===== src/rtl/piso_lane_serializer.sv =====
// Parallel-in/serial-out lane serializer: loads a wide state word and emits it
// lane by lane over a valid/ready stream, with runtime lane-count truncation.
//
// state | meaning
// IDLE  | no word held; in_ready high, waiting for a parallel word
// SHIFT | word loaded; head lane presented on out_data until the last lane is taken
module piso_lane_serializer #(
    parameter int STATE_W   = 1600,
    parameter int LANE_W    = 64,
    parameter bit MSB_FIRST = 1'b1,
    localparam int LANE_CNT = STATE_W / LANE_W,
    localparam int CW       = $clog2(LANE_CNT + 1)
) (
    input  logic               clk,
    input  logic               rst_n,
    input  logic               in_valid,
    output logic               in_ready,
    input  logic [STATE_W-1:0] in_data,
    input  logic [CW-1:0]      in_lanes,
    output logic               out_valid,
    input  logic               out_ready,
    output logic [LANE_W-1:0]  out_data,
    output logic [CW-1:0]      out_idx,
    output logic               out_last,
    output logic               busy
);

    if (STATE_W % LANE_W != 0) begin : g_bad_width
        $error("piso_lane_serializer: STATE_W must be a multiple of LANE_W");
    end

    typedef enum logic {
        IDLE  = 1'b0,
        SHIFT = 1'b1
    } state_t;

    state_t             state;
    state_t             state_next;
    logic [STATE_W-1:0] sreg;
    logic [STATE_W-1:0] sreg_shifted;
    logic [CW-1:0]      idx;
    logic [CW-1:0]      n;
    logic [CW-1:0]      lanes_clamped;
    logic               accept;
    logic               load;

    assign out_valid = (state == SHIFT);
    assign busy      = (state == SHIFT);
    assign out_idx   = idx;
    assign out_last  = out_valid && (idx == n - CW'(1));
    assign accept    = out_valid && out_ready;

    // The last accepted beat frees the register on the same edge, so a waiting
    // word can load with no bubble; this is the only out_ready -> in_ready path.
    assign in_ready  = (state == IDLE) || (accept && out_last);
    assign load      = in_valid && in_ready;

    assign lanes_clamped = ((in_lanes == '0) || (in_lanes > CW'(LANE_CNT)))
                           ? CW'(LANE_CNT) : in_lanes;

    if (MSB_FIRST) begin : g_msb
        assign out_data     = sreg[STATE_W-1 -: LANE_W];
        assign sreg_shifted = sreg << LANE_W;
    end else begin : g_lsb
        assign out_data     = sreg[LANE_W-1:0];
        assign sreg_shifted = sreg >> LANE_W;
    end

    always_ff @(posedge clk or negedge rst_n) begin
        if (!rst_n) begin
            state <= IDLE;
        end else begin
            state <= state_next;
        end
    end

    always_comb begin
        state_next = state;
        case (state)
            IDLE: begin
                if (load) begin
                    state_next = SHIFT;
                end
            end
            SHIFT: begin
                if (accept && out_last) begin
                    state_next = load ? SHIFT : IDLE;
                end
            end
            default: state_next = IDLE;
        endcase
    end

    always_ff @(posedge clk or negedge rst_n) begin
        if (!rst_n) begin
            sreg <= '0;
            idx  <= '0;
            n    <= '0;
        end else if (load) begin
            sreg <= in_data;
            idx  <= '0;
            n    <= lanes_clamped;
        end else if (accept) begin
            sreg <= sreg_shifted;
            idx  <= idx + CW'(1);
        end
    end

endmodule


===== config.mk =====
export PLATFORM = sky130hd
export DESIGN_NAME = piso_lane_serializer
export DESIGN_NICKNAME = d
export VERILOG_FILES = /design/src/rtl/piso_lane_serializer.sv
export SDC_FILE = /design/constraint.sdc
export NUM_CORES = 2
export LEC_CHECK = 0
export CAP_MARGIN = 20
export CORE_AREA = 3 3 654 656
export DETAILED_ROUTE_END_ITERATION = 8
export DIE_AREA = 0 0 657 659
export PLACE_DENSITY = 0.54
export SLEW_MARGIN = 20
export SYNTH_ARGS = -nofsm -noshare
export SYNTH_HDL_FRONTEND = slang
export SYNTH_SLANG_ARGS = --single-unit

===== constraint.sdc =====
create_clock -name clk -period 2.9 [get_ports clk]
set_input_delay 0.435 -clock clk [delete_from_list [all_inputs] [get_ports clk]]
set_output_delay 0.435 -clock clk [all_outputs]
set_load 0.02 [all_outputs]

==> Flow_metrics.wiki <==
{| class="wikitable"
! Metric !! Value
|-
| GR Util All Layers || 0.269
|-
| Core Rows || 239
|-
| Post-synth design cell area || 109000 sq um
|-
| Synthesized instance count || 12300
|-
| Category of cells accounting for the largest share of critical-path delay || buffers and inverters
|-
| Detailed Routing Iterations Pass 1 || 7
|-
| Worst-Margin Slew || 1.05 ns
|-
| Crit path kind || flop to primary output
|-
| I/O pin total || 1682
|-
| Pin count of the biggest net entering global routing || 224
|-
| Post-synth EDFFs || 0
|-
| Synth unique cells || 41
|-
| Leakage || 50.8 nW
|-
| Final estimated routing congestion in global placement || 0.948
|-
| First-pass GRT wire length || 849 mm
|-
| Fraction of layout instances using a drive strength above 1 || 0.143
|-
| Port Buf Inserts || 1681
|-
| Data required time of the critical path || 2.47 ns
|-
| Total core area || 423000 sq um
|-
| Number of clock buffers inserted by TritonCTS || 211
|-
| Maximum cell stage delay along the critical path || 0.36 ns
|-
| Number of global-route vias before repair || 107000
|-
| Clock root buffer || sky130_fd_sc_hd__clkbuf_16
|-
| Cell type with the largest total area after synthesis || sky130_fd_sc_hd__dfrtp_1
|-
| Slew headroom || 0.303
|-
| Post-detailed-placement half-perimeter wirelength || 476 mm
|-
| Post-layout min period || 3.00 ns
|-
| Worst Slack Setup Final || -0.0951 ns
|-
| Skew-Pair Late Insertion Delay || 0.95 ns
|-
| Number of clock sinks seen by CTS || 1611
|-
| Most frequent cell on the critical path || sky130_fd_sc_hd__buf_6
|-
| DRC errors left || 0
|-
| Fraction of post-synthesis cell area in the top cell type by area || 0.368
|-
| Net count of the mapped netlist || 13900
|-
| Maximum ir drop on the vdd rail || 547 uV
|-
| DIE AREA || 433000 sq um
|-
| Data arrival at the endpoint of the critical path || 2.56 ns
|-
| Commonest cells in the synthesized netlist || sky130_fd_sc_hd__dfrtp_1, sky130_fd_sc_hd__nor2b_1, sky130_fd_sc_hd__nor2_1, sky130_fd_sc_hd__nand2_1, sky130_fd_sc_hd__o31ai_1
|-
| Number of storage elements in the synthesis netlist || 1611
|-
| Total count of hold-check failures in the final report || 0
|-
| Height of the die || 659 um
|-
| Leading register cell type out of synthesis || sky130_fd_sc_hd__dfrtp_1
|-
| Setup crit start kind || flop
|-
| Power per cell area || 965 nW/um^2
|-
| Most instantiated library cell after synthesis || sky130_fd_sc_hd__dfrtp_1
|-
| First DRT Iteration DRCs || 13900
|-
| Post-detailed-route count of antenna-violating nets || 0
|-
| Count of non-filler cells in the finished layout || 19400
|-
| Global-route congestion overflow total || 0
|-
| Chain of cells forming the critical path || inv_2 > ha_4 > buf_4 > nand3b_1 > o211ai_1 > o2111ai_4 > buf_6 > o21ai_4 > buf_6
|-
| Max Root-Sink Buffers || 4
|-
| Area growth from synthesis to final layout || 28.5%
|-
| Placed instance count || 18700
|-
| Final layout net count || 14900
|-
| Proportion of synthesized flip-flops having asynchronous set or reset || 1.00
|-
| Leading cell types by total area after synthesis || sky130_fd_sc_hd__dfrtp_1, sky130_fd_sc_hd__o221a_2, sky130_fd_sc_hd__o31ai_1, sky130_fd_sc_hd__o211ai_1, sky130_fd_sc_hd__nor2b_1
|-
| Hold WC Path Type || primary input to asynchronous set/reset pin
|-
| Highest-delay cell along the critical path || sky130_fd_sc_hd__dfrtp_1
|-
| Vias || 114000
|-
| Clock-pin slew reported for the worst setup and hold paths after clock tree synthesis || 0.06 ns
|-
| Crit. End Element || primary output
|-
| Final total negative setup slack || -0.0951 ns
|-
| Worst path buffer plus inverter count || 4
|-
| Initial antenna violation count || 411
|-
| Max Cap Violations || 0
|-
| Per-instance average area after synthesis || 8.90 sq um
|-
| Final worst path period share || 1.03
|-
| Sequential cell area fraction in the yosys report || 0.368
|-
| Final count of negative-setup-slack endpoints || 1
|-
| Post-detailed-route wirelength per cell || 31.8 um
|-
| Violated checks || negative setup slack
|-
| WL final || 616 mm
|-
| CP max FO || 3
|-
| Depth of the CTS H-tree || 4
|-
| Yosys warnings || 0
|-
| Clock tree from TritonCTS || built
|-
| Run status || finished with violations
|-
| Final Slew Violations || 0
|-
| Post-Route Skew || 0.0805 ns
|-
| Starting density of the core || 0.259
|-
| Via density per instance || 5.90
|-
| Maximum clock frequency || 0.334 GHz
|-
| Horiz. Die Dim || 657 um
|-
| Unrepaired setup endpoints after global routing || true
|-
| Number of filler cells placed in the layout || 43900
|}
-- metrics by stage --
step	total power (W)	hold WS, ns	utilization	instance area [sq um]	setup WS (ns)
after floorplan	0.0819	0.139	-	109000	0.641
after global placement	0.107	0.402	0.315	133000	0.0438
after CTS	0.135	0.00814	0.331	140000	-0.244
after detailed placement	0.108	0.400	0.315	133000	0.0462
after global routing	0.142	0.0684	0.332	140000	-0.273
final	0.136	0.104	0.333	141000	-0.0951
-- cell type report --
cell class | instances | area [sq um] | share of cell area
clock inverters | 50 | 604 | 0.00430
clock buffers | 323 | 6240 | 0.0444
flip-flops and latches | 1611 | 40300 | 0.287
repair buffers | 2235 | 23400 | 0.167
diodes | 240 | 601 | 0.00427
inverters | 5 | 21.3 | 0.000151
well taps | 5663 | 7090 | 0.0504
multi-input cells | 9232 | 62300 | 0.443
-- state kept, by name, summed over array words and instances (netlist names) --
signal / cells
busy: 1
n: 5
out_idx: 5
sreg: 1600
-- per-layer routing --
metal	global-route usage	share of wire	vias up
met3	0.0607	0.080	1172
met1	0.321	0.38	57900
met4	0.154	0.057	140
met2	0.447	0.48	5400
li1	-	-	49600
met5	0	0.0015	-
-- path summary, 6_finish.rpt --
path / from / to / slack (ns) / cells after the start
worst min register to register: sreg[36] / sreg[36] / 0.54 / 1
max in group asynchronous: rst_n / sreg[1072] / 1.56 / 3
min in group clk: out_ready / sreg[1552] / 0.11 / 4
worst min-delay path: rst_n / sreg[425] / 0.10 / 2
worst max register to register: n[1] / sreg[272] / 0.20 / 12
worst max-delay path: n[1] / in_ready / -0.1 / 9
-- repair_timing --
| item | in CTS | in global routing |
|---|---|---|
| resized for setup | 16 | 1 |
| hold buffers | 8 | 0 |
| endpoints found under the hold margin | 371 | 0 |
| setup endpoints to repair | 3 | 2 |
| pin swaps | 3 | 1 |
| buffers inserted | 4 | 1 |
-- cell usage in the layout (no fill, tap or decap), types with 4 or more instances in the layout --
cell type,instances
sky130_fd_sc_hd__dlygate4sd3_1,8
sky130_fd_sc_hd__clkbuf_1,60
sky130_fd_sc_hd__o221ai_1,64
sky130_fd_sc_hd__clkbuf_8,50
sky130_fd_sc_hd__o21ai_0,110
sky130_fd_sc_hd__mux2i_1,47
sky130_fd_sc_hd__o221a_1,489
sky130_fd_sc_hd__diode_2,240
sky130_fd_sc_hd__nor2_1,1437
sky130_fd_sc_hd__o211ai_1,1409
sky130_fd_sc_hd__clkinv_2,30
sky130_fd_sc_hd__a22o_1,64
sky130_fd_sc_hd__clkdlybuf4s50_1,1675
sky130_fd_sc_hd__buf_12,190
sky130_fd_sc_hd__or3_1,44
sky130_fd_sc_hd__o31ai_1,1428
sky130_fd_sc_hd__nand2_1,1433
sky130_fd_sc_hd__clkinv_16,4
sky130_fd_sc_hd__nor2b_1,1493
sky130_fd_sc_hd__a21oi_1,65
sky130_fd_sc_hd__o221a_2,1047
sky130_fd_sc_hd__bufinv_16,8
sky130_fd_sc_hd__clkbuf_16,213
sky130_fd_sc_hd__xor2_1,8
sky130_fd_sc_hd__dfrtp_1,1610
sky130_fd_sc_hd__a211oi_1,64
sky130_fd_sc_hd__buf_4,355
-- report_power, final --
| part | internal [W] | switching (W) | total [W] |
|---|---|---|---|
| Sequential | 0.0339 | 0.0176 | 0.0515 |
| Clock | 0.0155 | 0.0118 | 0.0273 |
| Combinational | 0.0288 | 0.0281 | 0.0569 |
| Total | 0.0782 | 0.0574 | 0.136 |
-- cell families after synthesis --
family,after synthesis,synth area share
buffers and inverters,1450,0.0630
xor gates and xnor gates,10,0.000800
muxes,47,0.00430
AOI/OAI and AO/OA,4746,0.376
and+or+nand+nor,4427,0.187
DFF,1611,0.368
adders and majority gates,2,0.000229
-- worst reg2reg max path, delay by kind of cell (launching register included) --
kind	cells	cell delay (ns)
buffers and inverters	6	1.23
flip-flops	1	0.36
AO/OA/AOI/OAI	3	0.59
AND/OR/NAND/NOR	2	0.22
adder cells (fa/ha/maj)	1	0.16
Power figures use the tool's default switching activity.
